File: config.mk
export PLATFORM = sky130hd
export DESIGN_NAME = bram_bist_seq
export DESIGN_NICKNAME = d
export VERILOG_FILES = /design/src/rtl/bram_bist_seq.sv
export SDC_FILE = /design/constraint.sdc
export NUM_CORES = 1
export LEC_CHECK = 0
export CORE_MARGIN = 3
export CORE_UTILIZATION = 40
export DETAILED_ROUTE_END_ITERATION = 8
export PLACE_DENSITY = 0.7
export SLEW_MARGIN = 20
export SYNTH_ARGS = -nofsm -noshare
export SYNTH_HDL_FRONTEND = slang
export SYNTH_SLANG_ARGS = --single-unit
File: constraint.sdc
create_clock -name clk -period 3.8 [get_ports clk]
set_input_delay 0.95 -clock clk [delete_from_list [all_inputs] [get_ports clk]]
set_output_delay 0.95 -clock clk [all_outputs]
set_load 0.1 [all_outputs]
File: src/rtl/bram_bist_seq.sv
// rtl/bram_bist_seq.sv - single-port BRAM built-in self-test sequencer
//
// Writes an address-derived pattern over [addr_lo, addr_hi], reads the window
// back, compares every word and reports pass / error count / first bad address.
//
// Ports:
//   clk, rst_n                   clock, asynchronous active-low reset
//   start                        one-cycle pulse, accepted in IDLE or DONE
//   addr_lo, addr_hi, seed       window bounds (inclusive) and pattern offset
//   bram_ren, bram_wen           BRAM read / write strobes (never both high)
//   bram_addr, bram_wdata        BRAM address and write data
//   bram_rdata                   BRAM read data, RD_LATENCY cycles after REN
//   busy, done, pass             status; pass is meaningful while done=1
//   err_cnt, first_err_addr      saturating mismatch count, first bad address
module bram_bist_seq #(
    parameter int ADDR_WIDTH    = 10,
    parameter int DATA_WIDTH    = 18,
    parameter int RD_LATENCY    = 1,
    parameter int ERR_CNT_WIDTH = 16
) (
    input  logic                     clk,
    input  logic                     rst_n,
    input  logic                     start,
    input  logic [ADDR_WIDTH-1:0]    addr_lo,
    input  logic [ADDR_WIDTH-1:0]    addr_hi,
    input  logic [ADDR_WIDTH-1:0]    seed,
    output logic                     bram_ren,
    output logic                     bram_wen,
    output logic [ADDR_WIDTH-1:0]    bram_addr,
    output logic [DATA_WIDTH-1:0]    bram_wdata,
    input  logic [DATA_WIDTH-1:0]    bram_rdata,
    output logic                     busy,
    output logic                     done,
    output logic                     pass,
    output logic [ERR_CNT_WIDTH-1:0] err_cnt,
    output logic [ADDR_WIDTH-1:0]    first_err_addr
);

    localparam int PW = (DATA_WIDTH > ADDR_WIDTH + 20) ? DATA_WIDTH : ADDR_WIDTH + 20;
    localparam logic [2:0] DRAIN_LAST = 3'(RD_LATENCY);

    typedef enum logic [2:0] {S_IDLE, S_WRITE, S_READ, S_DRAIN, S_DONE} state_t;

    state_t                  state_q, state_d;
    logic [ADDR_WIDTH-1:0]   addr_q, addr_d;
    logic [ADDR_WIDTH-1:0]   lo_q, hi_q, seed_q;
    logic [DATA_WIDTH-1:0]   wdata_q;
    logic [2:0]              drain_q, drain_d;
    logic                    accept;
    logic [DATA_WIDTH-1:0]   wr_pat;

    // Per-read tracking: valid, expected word and address travel with the read.
    logic                    pv_q    [RD_LATENCY];
    logic [DATA_WIDTH-1:0]   pexp_q  [RD_LATENCY];
    logic [ADDR_WIDTH-1:0]   paddr_q [RD_LATENCY];

    // Returned data is registered before the compare to keep the BRAM output
    // path short; the extra drain cycle below covers this stage.
    logic                    cmp_v_q;
    logic [DATA_WIDTH-1:0]   cmp_exp_q, cmp_rdata_q;
    logic [ADDR_WIDTH-1:0]   cmp_addr_q;
    logic                    mismatch;
    logic [ERR_CNT_WIDTH-1:0] err_q;
    logic [ADDR_WIDTH-1:0]   first_q;

    function automatic logic [DATA_WIDTH-1:0] pattern(input logic [ADDR_WIDTH-1:0] a,
                                                      input logic [ADDR_WIDTH-1:0] s);
        logic [ADDR_WIDTH-1:0] sum;
        sum = a + s;
        return DATA_WIDTH'(PW'(sum) | (PW'(sum) << 20) | PW'(20'h55000));
    endfunction

    assign wr_pat = pattern(addr_q, seed_q);

    always_comb begin
        state_d = state_q;
        addr_d  = addr_q;
        drain_d = drain_q;
        accept  = 1'b0;
        case (state_q)
            S_IDLE, S_DONE: begin
                if (start) begin
                    accept  = 1'b1;
                    addr_d  = addr_lo;
                    state_d = (addr_lo > addr_hi) ? S_DONE : S_WRITE;
                end
            end
            S_WRITE: begin
                // Compare the unincremented address so a window ending at the
                // top of the address space never needs the wrapped value.
                if (addr_q == hi_q) begin
                    state_d = S_READ;
                    addr_d  = lo_q;
                end else begin
                    addr_d = addr_q + ADDR_WIDTH'(1);
                end
            end
            S_READ: begin
                if (addr_q == hi_q) begin
                    state_d = S_DRAIN;
                    drain_d = 3'd0;
                end else begin
                    addr_d = addr_q + ADDR_WIDTH'(1);
                end
            end
            S_DRAIN: begin
                // RD_LATENCY cycles for the last word plus one for the compare stage.
                if (drain_q == DRAIN_LAST) state_d = S_DONE;
                else                       drain_d = drain_q + 3'd1;
            end
            default: state_d = S_IDLE;
        endcase
    end

    always_ff @(posedge clk or negedge rst_n) begin
        if (!rst_n) begin
            state_q <= S_IDLE;
            addr_q  <= '0;
            lo_q    <= '0;
            hi_q    <= '0;
            seed_q  <= '0;
            wdata_q <= '0;
            drain_q <= '0;
        end else begin
            state_q <= state_d;
            addr_q  <= addr_d;
            drain_q <= drain_d;
            if (accept) begin
                lo_q   <= addr_lo;
                hi_q   <= addr_hi;
                seed_q <= seed;
            end
            if (bram_wen) wdata_q <= wr_pat;
        end
    end

    always_ff @(posedge clk or negedge rst_n) begin
        if (!rst_n) begin
            for (int i = 0; i < RD_LATENCY; i++) begin
                pv_q[i]    <= 1'b0;
                pexp_q[i]  <= '0;
                paddr_q[i] <= '0;
            end
            cmp_v_q     <= 1'b0;
            cmp_exp_q   <= '0;
            cmp_rdata_q <= '0;
            cmp_addr_q  <= '0;
        end else begin
            pv_q[0]    <= bram_ren;
            pexp_q[0]  <= wr_pat;
            paddr_q[0] <= addr_q;
            for (int i = 1; i < RD_LATENCY; i++) begin
                pv_q[i]    <= pv_q[i-1];
                pexp_q[i]  <= pexp_q[i-1];
                paddr_q[i] <= paddr_q[i-1];
            end
            cmp_v_q     <= pv_q[RD_LATENCY-1];
            cmp_exp_q   <= pexp_q[RD_LATENCY-1];
            cmp_addr_q  <= paddr_q[RD_LATENCY-1];
            cmp_rdata_q <= bram_rdata;
        end
    end

    // Case inequality so an undriven (X) read counts as a failure in simulation.
    assign mismatch = cmp_v_q && (cmp_rdata_q !== cmp_exp_q);

    always_ff @(posedge clk or negedge rst_n) begin
        if (!rst_n) begin
            err_q   <= '0;
            first_q <= '0;
        end else if (accept) begin
            err_q   <= '0;
            first_q <= '0;
        end else if (mismatch) begin
            if (err_q != '1) err_q <= err_q + ERR_CNT_WIDTH'(1);
            if (err_q == '0) first_q <= cmp_addr_q;
        end
    end

    assign bram_wen       = (state_q == S_WRITE);
    assign bram_ren       = (state_q == S_READ);
    assign bram_addr      = addr_q;
    assign bram_wdata     = bram_wen ? wr_pat : wdata_q;
    assign busy           = (state_q == S_WRITE) || (state_q == S_READ) || (state_q == S_DRAIN);
    assign done           = (state_q == S_DONE);
    assign pass           = done && (err_q == '0);
    assign err_cnt        = err_q;
    assign first_err_addr = first_q;

endmodule

Yosys cells after proc, flatten, opt, wreduce, memory -nomap -nowiden:

Index checks and enable logic that the tools add are counted.

* register bits after elaboration: 164
* bits in latches: 0
* RAM bits: 0
* ROM bits: 0
* input port bits: 51
* output and inout bits: 59
* word-level logic and storage cells: 75
* memories: 0

* add/sub/neg operators: 4
* $mul: 0
* div/mod/pow operators: 0
* order comparisons: 1
* equality and inequality tests: 14
* shift operators: 0
* muxes and demuxes: 22
* bitwise logic cells: 1
* reductions and logical operators: 17

Operators with widths (count)
* $mux 10: 6
* $mux 16: 3
* $pmux 10 s3: 1
* $mux 3: 7
* $mux 18: 1
* $nex 18x17->1: 1
* $add 16x1->16 const B: 1
* $logic_not 16->1: 1
* $ne 16x16->1 const B: 1
* $pmux 3 s4: 1
* $add 10x1->10 const B: 1
* $add 10x10->10: 1
* $eq 10x10->1: 1
* $gt 10x10->1: 1
* $or 10x1->10 const B: 1
* $ne 2x2->1 const B: 4
* $reduce_bool 2->1: 4
* $eq 3x1->1 const B: 2
* $eq 3x2->1 const B: 2
* $pmux 3 s2: 1
* $reduce_and 3->1: 2
* $ne 2x1->1 const B: 2
* $reduce_and 2->1: 2
* $reduce_and 4->1: 1
* 8 further kinds: 11

Depth between registers and ports, before layout:

* depth in word-level cells: 5
* mapped depth: 8
* mapped depth without buffers: 8

Worst setup path after synthesis:

OpenSTA, ideal clock, no wires.

* path kind: register -> output
* from: reg addr_q[0] (netlist: bram_addr[0])
* to: out bram_wdata[8]
* data arrival time: 3.008 ns
* data required time: 2.850 ns
* path slack: -0.158 ns
* cell stages (with the launch flop): 9
* buffers on the path: 0
* cells stage by stage: dfrtp_1 -> ha_1 -> fa_1 -> a21oi_1 -> o2111ai_1 -> a21o_1 -> a21o_1 -> xor2_1 -> mux2_2

* longest elaborated chain between the ends: 3

RTL lines
* start, declared: line 45 `logic [ADDR_WIDTH-1:0] addr_q, addr_d;`
* start signal, assigned: line 126 `addr_q <= addr_d;`
* $add 10x10->10: line 69 `sum = a + s;`
* $or 10x1->10: line 70 `return DATA_WIDTH'(PW'(sum) | (PW'(sum) << 20) | PW'(20'h55000));`
* named net wr_pat[8]: line 50 `logic [DATA_WIDTH-1:0] wr_pat;`
* $mux 18
* end, declared: line 30 `output logic [DATA_WIDTH-1:0] bram_wdata,`

The timed path passes the listed nets, and every way through them passes these cells.

Final worst setup path:

Ends and elaborated chain as after synthesis.

==> flow_metrics.env <==
export IMPL_clock_latency_ns=0.42
export IMPL_place_area_sq_um=7963
export IMPL_ys_seq_elements=152
export IMPL_crit_type="flip-flop to output pin"
export IMPL_synth_seq_area_share_pct=57.35
export IMPL_leakage_nw=3.879
export IMPL_tritoncts="built"
export IMPL_postRouteAntennaNets=0
export IMPL_dieWidth_um=134.8
export IMPL_grt_max_degree=101
export IMPL_coreArea_sq_um=16060
export IMPL_synth_area_leaders="dfrtp_1 57%, nand2_1 6.7%, xnor2_1 4.6%"
export IMPL_synthesis_area_sq_um=6633
export IMPL_syn_inst=620
export IMPL_hp_start="pv_q"
export IMPL_final_min_clock_period_ns=3.713
export IMPL_async_flop_share_pct=100.0
export IMPL_nets=819
export IMPL_cp_arrival_ns=2.76
export IMPL_clkSinkCount=152
export IMPL_required_ns=2.85
export IMPL_overflow=0
export IMPL_root_buffer="clkbuf_16"
export IMPL_seqCellArea_sq_um=3806
export IMPL_p_per_area_nw_per_um2=969.4
export IMPL_crit_fanout=3
export IMPL_multi_input_area_sq_um=2639
export IMPL_clock_fmax_ghz=0.2693
export IMPL_worstReg2RegStart="bram_addr[8]"
export IMPL_drt_initial_drc_count=279
export IMPL_yosysWarnings=0
export IMPL_post_place_cells=939
export IMPL_num_antenna_cells=0
export IMPL_clk_path_buf_depth=2
export IMPL_finalClockSkew_ns=0.01115
export IMPL_synth_ff_type="dfrtp_1"
export IMPL_dieArea_sq_um=18160
export IMPL_peakVddDrop_v=0.0008046
export IMPL_dieHeight_um=134.8
export IMPL_synth_top_area_share_pct=57.35
export IMPL_drive_gt1_share_pct=15.08
export IMPL_wirelength_mm=15.37
export IMPL_synth_edff_count=0
export IMPL_hold_depth=0
export IMPL_use_met3_pct=4.098
export IMPL_use_met2_pct=28.88
export IMPL_syn_mean_instance_area_sq_um=10.70
export IMPL_grtUsageMet1_pct=22.86
export IMPL_synth_xor_area_share_pct=5.282
export IMPL_cts_made_buffers=17
export IMPL_synth_fa_ha_area_share_pct=4.829
export IMPL_grt_usage_pct=17.55
export IMPL_syn_nets=696
export IMPL_wl_per_cell_um=15.81
export IMPL_antenna_found_initial=0
export IMPL_ys_types=57
export IMPL_ctsHoldBuffers=0
export IMPL_synth_area_leader_cell="dfrtp_1"
export IMPL_yosys_area_share_simple_pct=16.05
export IMPL_floorplan_io_pins=110
export IMPL_tightest_slew_ns=0.9761
export IMPL_max_cap_violations=0
export IMPL_synth_compound_area_share_pct=10.83
export IMPL_period_share_pct=97.71
export IMPL_clk_pin_slew_ns=0.06
export IMPL_worstReg2RegEnd="bram_addr[3]"
export IMPL_final_cell_area_sq_um=8557
export IMPL_synth_top_family_by_area="simple AND/OR/NAND/NOR gates"
export IMPL_via_per_inst=5.048
export IMPL_whs_endpoint="cmp_v_q"
export IMPL_ff2ff_path_depth=6
export IMPL_fillers=1414
export IMPL_setup_viol=0
export IMPL_rows=46
export IMPL_slew_headroom_pct=34.72
export IMPL_grt_pass1_wl_mm=25.14
export IMPL_status="finished, final reports clean"
export IMPL_detail_route_first_pass_iterations=4
export IMPL_fin_setup_tns_ns=0
export IMPL_postCtsSetupBuffers=0
export IMPL_area_growth_pct=29.01
export IMPL_synthTopCellsByCount="152 x dfrtp_1, 119 x nand2_1, 46 x nor2_1"
export IMPL_start_kind="flip-flop"
export IMPL_port_buffers=109
export IMPL_hold_viol=0
export IMPL_globalRoute_busiestLayer="met2"
export IMPL_yosysMostFrequentCell="dfrtp_1"
export IMPL_synth_mux_area_share_pct=2.471
export IMPL_drcViolationCount=0
export IMPL_critPathCaptureType="output pin"
export IMPL_instances_no_fill=972
export IMPL_min_path_type="flip-flop to flip-flop"
export IMPL_htreeDepth=4
export IMPL_dpl_hpwl_mm=11.21
export IMPL_finalMaxSlewViolations=0
export IMPL_r2r_slack_ns=1.41
export IMPL_start_util_pct=41.30
export IMPL_vias=4907
export IMPL_grt_pass1_vias=5068
export IMPL_place_gp_congestion=0.8353
## worst max-delay path, stage by stage (launching register included)
cell       delay, ns
dfrtp_2         0.40
ha_2            0.21
fa_2            0.36
a21oi_2         0.18
o2111ai_2       0.17
a21o_1          0.21
a21o_1          0.18
xor2_1          0.15
mux2_2          0.31
buf_12          0.17
## logic make-up after synthesis
group                      after synthesis
DFF                                    152
AOI/OAI and AO/OA                      105
adders and majority gates               25
and+or+nand+nor                        237
muxes                                   16
buffers and inverters                   44
other                                    1
xor gates and xnor gates                40
## metal layers
layer / share of wire [%] / vias up
met1: 43 / 2391
li1: - / 2365
met5: 0 / -
met4: 1.9 / 0
met2: 50 / 127
met3: 5.2 / 24
## cell type report
type                    count  share of cell area [%]
multi-input cells         424                   30.84
repair buffers            122                   13.77
well taps                 216                   3.158
flip-flops and latches    152                   44.48
inverters                  26                   1.141
clock buffers              19                   5.176
clock inverters            13                   1.433
## report_power, final
part / switching, mW / leakage, nW / internal, mW
sequential: 0.334 / 1.88 / 2.15
clock: 0.670 / 0.272 / 0.925
combinational: 2.91 / 1.72 / 1.30
## state kept, by name (all words and copies together), names as in the netlist
register        cells
bram_addr          10
cmp_addr_q         10
cmp_exp_q          11
cmp_rdata_q        18
cmp_v_q             1
drain_q             3
err_cnt            16
first_err_addr     10
hi_q               10
lo_q               10
paddr_q            10
pexp_q             11
pv_q                1
seed_q             10
state_q             3
wdata_q            18
## stage by stage
stage | hold slack [ns] | power, mW | utilization, % | setup slack, ns
floorplan | 0.3312 | 5.435 | - | 0.008777
global placement | 0.3316 | 6.623 | 49.59 | 0.4204
detailed placement | 0.3363 | 6.700 | 49.59 | 0.3777
CTS | 0.3492 | 8.326 | 53.15 | 0.02756
global route | 0.3530 | 8.729 | 53.29 | -0.01117
finish | 0.3454 | 8.295 | 53.29 | 0.08710
## worst max path at each step
| stage | from | depth (start not counted) | end | slack [ns] |
|---|---|---|---|---|
| CTS | bram_addr[0] | 9 | bram_wdata[8] | 0.03 |
| floorplan | err_cnt[1] | 5 | pass | 0.009 |
| global route | bram_addr[0] | 9 | bram_wdata[8] | -0.01 |
| finish | bram_addr[0] | 9 | bram_wdata[8] | 0.09 |
| global placement | bram_addr[0] | 9 | bram_wdata[8] | 0.42 |
| detailed placement | bram_addr[0] | 9 | bram_wdata[8] | 0.38 |
## repair_timing
| item | in CTS | in global routing |
|---|---|---|
| pin swaps | 0 | 1 |
| resized for setup | 2 | 4 |
| endpoints found under the setup margin | 1 | 2 |
## cells in the final DEF, fill, tap and decap left out, drive strengths merged, types with 4 or more instances in the layout
master and count:
mux2i 13, clkbuf 19, buf 55, xnor2 35, nand3 14, clkinv 6, nor3 11, nor2b 8
o2111ai 4, inv 29, o31ai 4, nand2 119, nand4 9, a22o 6, clkdlybuf4s50 67, a21o 7
a21oi 21, o211ai 6, xor2 5, nor2 49, a32oi 4, and3 5, nor4 4, dfrtp 152
or2 5, or3 6, o21ai 37, ha 24
(Power assumes the default switching activity.)
